$ cat src/rtl/router_src_modport_if.sv
// router_src_modport_if: source-side byte bus plus downstream valid/ready port.
// The master modport is the agent's view; slave is the router block's view.
interface router_src_modport_if;
    logic [7:0] data_in;
    logic       pkt_valid;
    logic       busy;
    logic       err;
    logic [7:0] dout;
    logic       dout_valid;
    logic       dout_ready;
    logic       dout_last;
    modport master (
        output data_in, pkt_valid, dout_ready,
        input  busy, err, dout, dout_valid, dout_last
    );
    modport slave (
        input  data_in, pkt_valid, dout_ready,
        output busy, err, dout, dout_valid, dout_last
    );
endinterface

$ cat src/rtl/router_src_modport.sv
// router_src_modport: packet ingress with parity check, byte FIFO and valid/ready egress.
// Define PKT_STATS_EN to add saturating good/bad packet counters.
module router_src_modport #(
    parameter int FIFO_DEPTH = 16,
    parameter int DATA_W = 8
) (
    input logic clock,
    input logic resetn,
    router_src_modport_if.slave bus
`ifdef PKT_STATS_EN
    ,
    output logic [15:0] good_cnt,
    output logic [15:0] bad_cnt
`endif
);
    localparam int AW = $clog2(FIFO_DEPTH);
    localparam int CW = AW + 1;
    localparam logic [1:0] IDLE = 2'd0, PAYLOAD = 2'd1, PARITY = 2'd2;
    logic [1:0] state;
    logic [DATA_W-3:0] remaining;
    logic [DATA_W-1:0] parity;
    logic [DATA_W:0] mem [FIFO_DEPTH];
    logic [AW-1:0] wr_ptr, rd_ptr;
    logic [CW-1:0] count;
    logic accept, push, pop, last_flag, err_q;
    assign bus.busy = count == CW'(FIFO_DEPTH);
    assign bus.dout_valid = count != '0;
    assign {bus.dout_last, bus.dout} = mem[rd_ptr];
    assign bus.err = err_q;
    assign accept = bus.pkt_valid & ~bus.busy;
    assign push = accept & (state != PARITY);
    assign pop = bus.dout_valid & bus.dout_ready;
    // A zero-length header is itself the last forwarded byte
    assign last_flag = (state == IDLE) ? (bus.data_in[DATA_W-1:2] == '0) : (remaining == 1);
    always_ff @(posedge clock)
        if (push) mem[wr_ptr] <= {last_flag, bus.data_in};
    always_ff @(posedge clock) begin
        if (resetn) begin
            state <= IDLE;
            remaining <= '0;
            parity <= '0;
            err_q <= 1'b0;
            wr_ptr <= '0;
            rd_ptr <= '0;
            count <= '0;
        end else begin
            if (push) wr_ptr <= wr_ptr + AW'(1);
            if (pop) rd_ptr <= rd_ptr + AW'(1);
            count <= count + CW'(push) - CW'(pop);
            if (accept)
                case (state)
                    IDLE: begin
                        parity <= bus.data_in;
                        remaining <= bus.data_in[DATA_W-1:2];
                        state <= (bus.data_in[DATA_W-1:2] == '0) ? PARITY : PAYLOAD;
                    end
                    PAYLOAD: begin
                        parity <= parity ^ bus.data_in;
                        remaining <= remaining - 1'b1;
                        state <= (remaining == 1) ? PARITY : PAYLOAD;
                    end
                    default: begin
                        err_q <= bus.data_in != parity;
                        state <= IDLE;
                    end
                endcase
        end
    end
`ifdef PKT_STATS_EN
    logic parity_acc;
    assign parity_acc = accept & (state != IDLE) & (state != PAYLOAD);
    always_ff @(posedge clock) begin
        if (resetn) begin
            good_cnt <= '0;
            bad_cnt <= '0;
        end else if (parity_acc) begin
            if (bus.data_in == parity)
                good_cnt <= (good_cnt == 16'hFFFF) ? good_cnt : good_cnt + 16'd1;
            else
                bad_cnt <= (bad_cnt == 16'hFFFF) ? bad_cnt : bad_cnt + 16'd1;
        end
    end
`endif
endmodule

$ cat src/flat_wrapper.sv
// flat-port wrapper written by rule: the top's interface ports become plain ports
module router_src_modport_flat 
#(
    parameter int FIFO_DEPTH = 16,
    parameter int DATA_W = 8
)
  (clock, resetn, bus_data_in, bus_pkt_valid, bus_dout_ready, bus_busy, bus_err, bus_dout, bus_dout_valid, bus_dout_last);
  router_src_modport_if bus_i ();
  input logic clock;
  input logic resetn;
  input wire logic [$bits(bus_i.data_in)-1:0] bus_data_in;
  input wire logic [$bits(bus_i.pkt_valid)-1:0] bus_pkt_valid;
  input wire logic [$bits(bus_i.dout_ready)-1:0] bus_dout_ready;
  output wire logic [$bits(bus_i.busy)-1:0] bus_busy;
  output wire logic [$bits(bus_i.err)-1:0] bus_err;
  output wire logic [$bits(bus_i.dout)-1:0] bus_dout;
  output wire logic [$bits(bus_i.dout_valid)-1:0] bus_dout_valid;
  output wire logic [$bits(bus_i.dout_last)-1:0] bus_dout_last;
  assign bus_i.data_in = bus_data_in;
  assign bus_i.pkt_valid = bus_pkt_valid;
  assign bus_i.dout_ready = bus_dout_ready;
  assign bus_busy = bus_i.busy;
  assign bus_err = bus_i.err;
  assign bus_dout = bus_i.dout;
  assign bus_dout_valid = bus_i.dout_valid;
  assign bus_dout_last = bus_i.dout_last;
  router_src_modport #(.FIFO_DEPTH(FIFO_DEPTH), .DATA_W(DATA_W)) u_core (.clock(clock), .resetn(resetn), .bus(bus_i));
endmodule
$ cat config.mk
export PLATFORM = sky130hd
export DESIGN_NAME = router_src_modport_flat
export DESIGN_NICKNAME = d
export VERILOG_FILES = /design/src/rtl/router_src_modport_if.sv /design/src/rtl/router_src_modport.sv /design/src/flat_wrapper.sv
export SDC_FILE = /design/constraint.sdc
export NUM_CORES = 1
export LEC_CHECK = 0
export BUFFER_PORTS_ARGS = -buffer_cell sky130_fd_sc_hd__buf_2
export CORE_ASPECT_RATIO = 0.8
export CORE_UTILIZATION = 55
export DETAILED_ROUTE_END_ITERATION = 12
export GPL_TIMING_DRIVEN = 0
export PLACE_DENSITY = 0.73
export SYNTH_ARGS = -nofsm -noshare
export SYNTH_HDL_FRONTEND = slang
export SYNTH_SLANG_ARGS = --single-unit
$ cat constraint.sdc
create_clock -name clock -period 3.25 [get_ports clock]
set_clock_uncertainty 0.2 [all_clocks]
set_input_delay 0.1625 -clock clock [delete_from_list [all_inputs] [get_ports clock]]
set_output_delay 0.1625 -clock clock [all_outputs]
set_load 0.05 [all_outputs]
==> qor.yml <==
place_congestion: 0.781
synth-adder-area-share_pct: 2.43
diodes: 0
grt-ovfl-total: 0
netlist_instances: 465
die_y_um: 106
register_area_sq_mm: 0.00500
synth.largest_area_cell: "edfxtp_1"
clock_latency_ps: 420
min_period_ps: 3070
cap_violations: 0
critical-path-top-delay-family: "adder cells"
fp-row-count: 37
yosys.area_share.simple_pct: 8.60
cts_made_buffers: 17
hold_path.class: "primary input to register"
crit_path_end_kind: "register"
drt_iter0_markers: 356
whs_ps: 29.4
num_io_pins: 24
relSlewSlack_pct: 31.2
syn-cell-area_sq_mm: 0.00750
multi_input_area_sq_mm: 0.00230
start_util_pct: 57.3
synth_area_leaders: "edfxtp_1 (58%), dfxtp_1 (9.1%), mux4_1 (6.3%)"
worst_pin_slew_ps: 1010
fin_crit_sh_pct: 94.5
cp_common_cell: "inv_1"
grt_pass1_vias: 4105
hold_viol: 0
core_area_sq_mm: 0.0131
synth_common_cells: "edfxtp_1 (144), dfxtp_1 (34), nand2_1 (25)"
cp.arrival_ps: 3160
slowest_stage: "or4b_1"
root_buffer: "clkbuf_16"
num_vias: 4193
grt_max_degree: 23
grt_use_total_pct: 23.2
die_w_um: 133
synth_warnings: 0
synth-compound-area-share_pct: 5.60
pre_cts_ws_ps: 112
drive_above_1_share_pct: 17.2
cts.htree.levels: 4
drtAntennaViolNets: 0
dieArea_sq_mm: 0.0141
wl_per_cell_um: 21.4
synth_mux_area_share_pct: 12.0
routed_wl_um: 15100
synthArstFlopShare_pct: 0
grt_pass1_wl_um: 23500
synth_flop_cell: "edfxtp_1"
crit_path_start_kind: "register"
cp_data_required_time_ps: 3340
setup_viol: 0
cp_cell_sequence: "inv_1 -> ha_2 -> or4b_1 -> buf_2 -> nand2_2 -> inv_1 -> ha_1 -> inv_1 -> ha_1 -> inv_1 -> fa_1 -> nor2b_1 -> o21bai_1 -> a21oi_1 -> nor3b_1"
status: "complete, no violations"
critPathKind: "register to register"
syn2layout_area_growth_pct: 13.3
synth_top_family_by_area: "multiplexers"
max_freq_mhz: 326
antenna_found_initial: 1
fillers: 903
fin_ws_ps: 179
path_buf_inv: 5
route.detailed.drc: 0
clk_pin_slew_ps: 70
synth_top_area_share_pct: 57.6
max_stage_delay_ps: 440
slew_viol_final: 0
cts_sinks: 178
fin_util_pct: 64.9
reg2reg_slack_ps: 180
synth_xor_area_share_pct: 1.98
fin_nets: 543
synth_cell_types: 47
first_pass_iters: 5
portBuffers: 23
clk_path_buf_depth: 2
p_per_area_mw_per_mm2: 745
synth_edf_count: 144
synth_seq_cells: 178
synth.most_common_cell: "edfxtp_1"
synth.avg_cell_area_sq_um: 16.1
max-vdd-ir-drop_mv: 0.382
worstPathMaxFanout: 5
ys_seq_area_share_pct: 66.7
tritoncts: "done"
syn_nets: 491
power_uw: 6340
hpwl_um: 9460
leakage_uw: 0.00294
avgViaCountPerCell: 5.96
## power by group
group          switching (uW)  internal [uW]  leakage, uW
registers                97.1           2610      0.00159
clock network             858           1130     0.000277
logic                     960            684      0.00107
## sequential cells by signal (all words and copies together) (netlist names), named ones only
name / count
u_core.mem: 144
u_core.parity: 8
u_core.remaining: 6
u_core.count: 5
u_core.rd_ptr: 4
u_core.wr_ptr: 4
u_core.state: 2
u_core.bus.err: 1
## metrics by stage
stage / TNS [ps] / cell area (sq um) / std cells
finish: 0 / 8510 / 704
global route: -6.31 / 8510 / 704
CTS: 0 / 8490 / 703
detailed placement: 0 / 7840 / 663
global placement: 0 / 7840 / 663
floorplan: 0 / 7500 / 465
## layout by cell type, fill, tap and decap left out, drive strengths merged, types with 2 or more instances in the layout
master / count
a211oi: 3
a21oi: 22
a22oi: 19
a31oi: 3
and2: 18
and3: 3
and3b: 3
buf: 38
bufinv: 2
clkbuf: 25
clkinv: 5
dfxtp: 34
dlygate4sd3: 9
edfxtp: 144
ha: 13
inv: 21
mux4: 36
nand2: 26
nand2b: 5
nand3: 7
nand3b: 4
nand4: 3
nor2: 20
nor2b: 8
nor3: 7
nor3b: 5
nor4: 2
o211ai: 6
o21ai: 8
o32ai: 2
xnor2: 10
xor2: 7
## worst register-to-register path: stages, from the launching register on
cell	delay [ps]
dfxtp_1	320
inv_1	80
ha_2	180
or4b_1	440
buf_2	170
nand2_2	100
inv_1	60
ha_1	280
inv_1	60
ha_1	150
inv_1	50
fa_1	380
nor2b_1	160
o21bai_1	110
a21oi_1	160
nor3b_1	60
## cell type report
type / instances / area share (%)
sequential: 178 / 58.8
inverter: 16 / 0.706
multi-input combinational: 250 / 27.1
clock inverter: 13 / 1.57
clock buffer: 18 / 5.05
timing repair buffer: 33 / 2.50
tap: 175 / 2.57
buffer: 21 / 1.68
## cells by family (layout without fill, tap and decap cells)
family,count (synthesis),after routing
and+or+nand+nor,115,115
buffers and inverters,37,101
muxes,38,38
DFF,178,178
xor gates and xnor gates,17,17
AOI/OAI and AO/OA,66,66
adders and majority gates,14,14
## layer usage
layer / track usage, % / routed length (um)
met1: 32.5 / 6860
met2: 36.3 / 7190
met3: 5.39 / 815
met4: 7.80 / 214
met5: 0 / 0
## timing repair
action / in CTS / in global routing
hold endpoints to repair: 94 / 0
endpoints found under the setup margin: 0 / 1
hold buffers: 9 / 0
buffers inserted: 0 / 1
gates resized for setup: 0 / 2
## worst paths after layout
kind                                     startpoint             endpoint  cells after the start
worst max-delay path                u_core.count[3]      u_core.count[4]                     15
worst max register to register      u_core.count[3]      u_core.count[4]                     15
worst min-delay path                 bus_data_in[4]     u_core.mem[8][4]                      1
worst min register to register  u_core.remaining[5]  u_core.remaining[5]                      2
(Power assumes the default switching activity.)
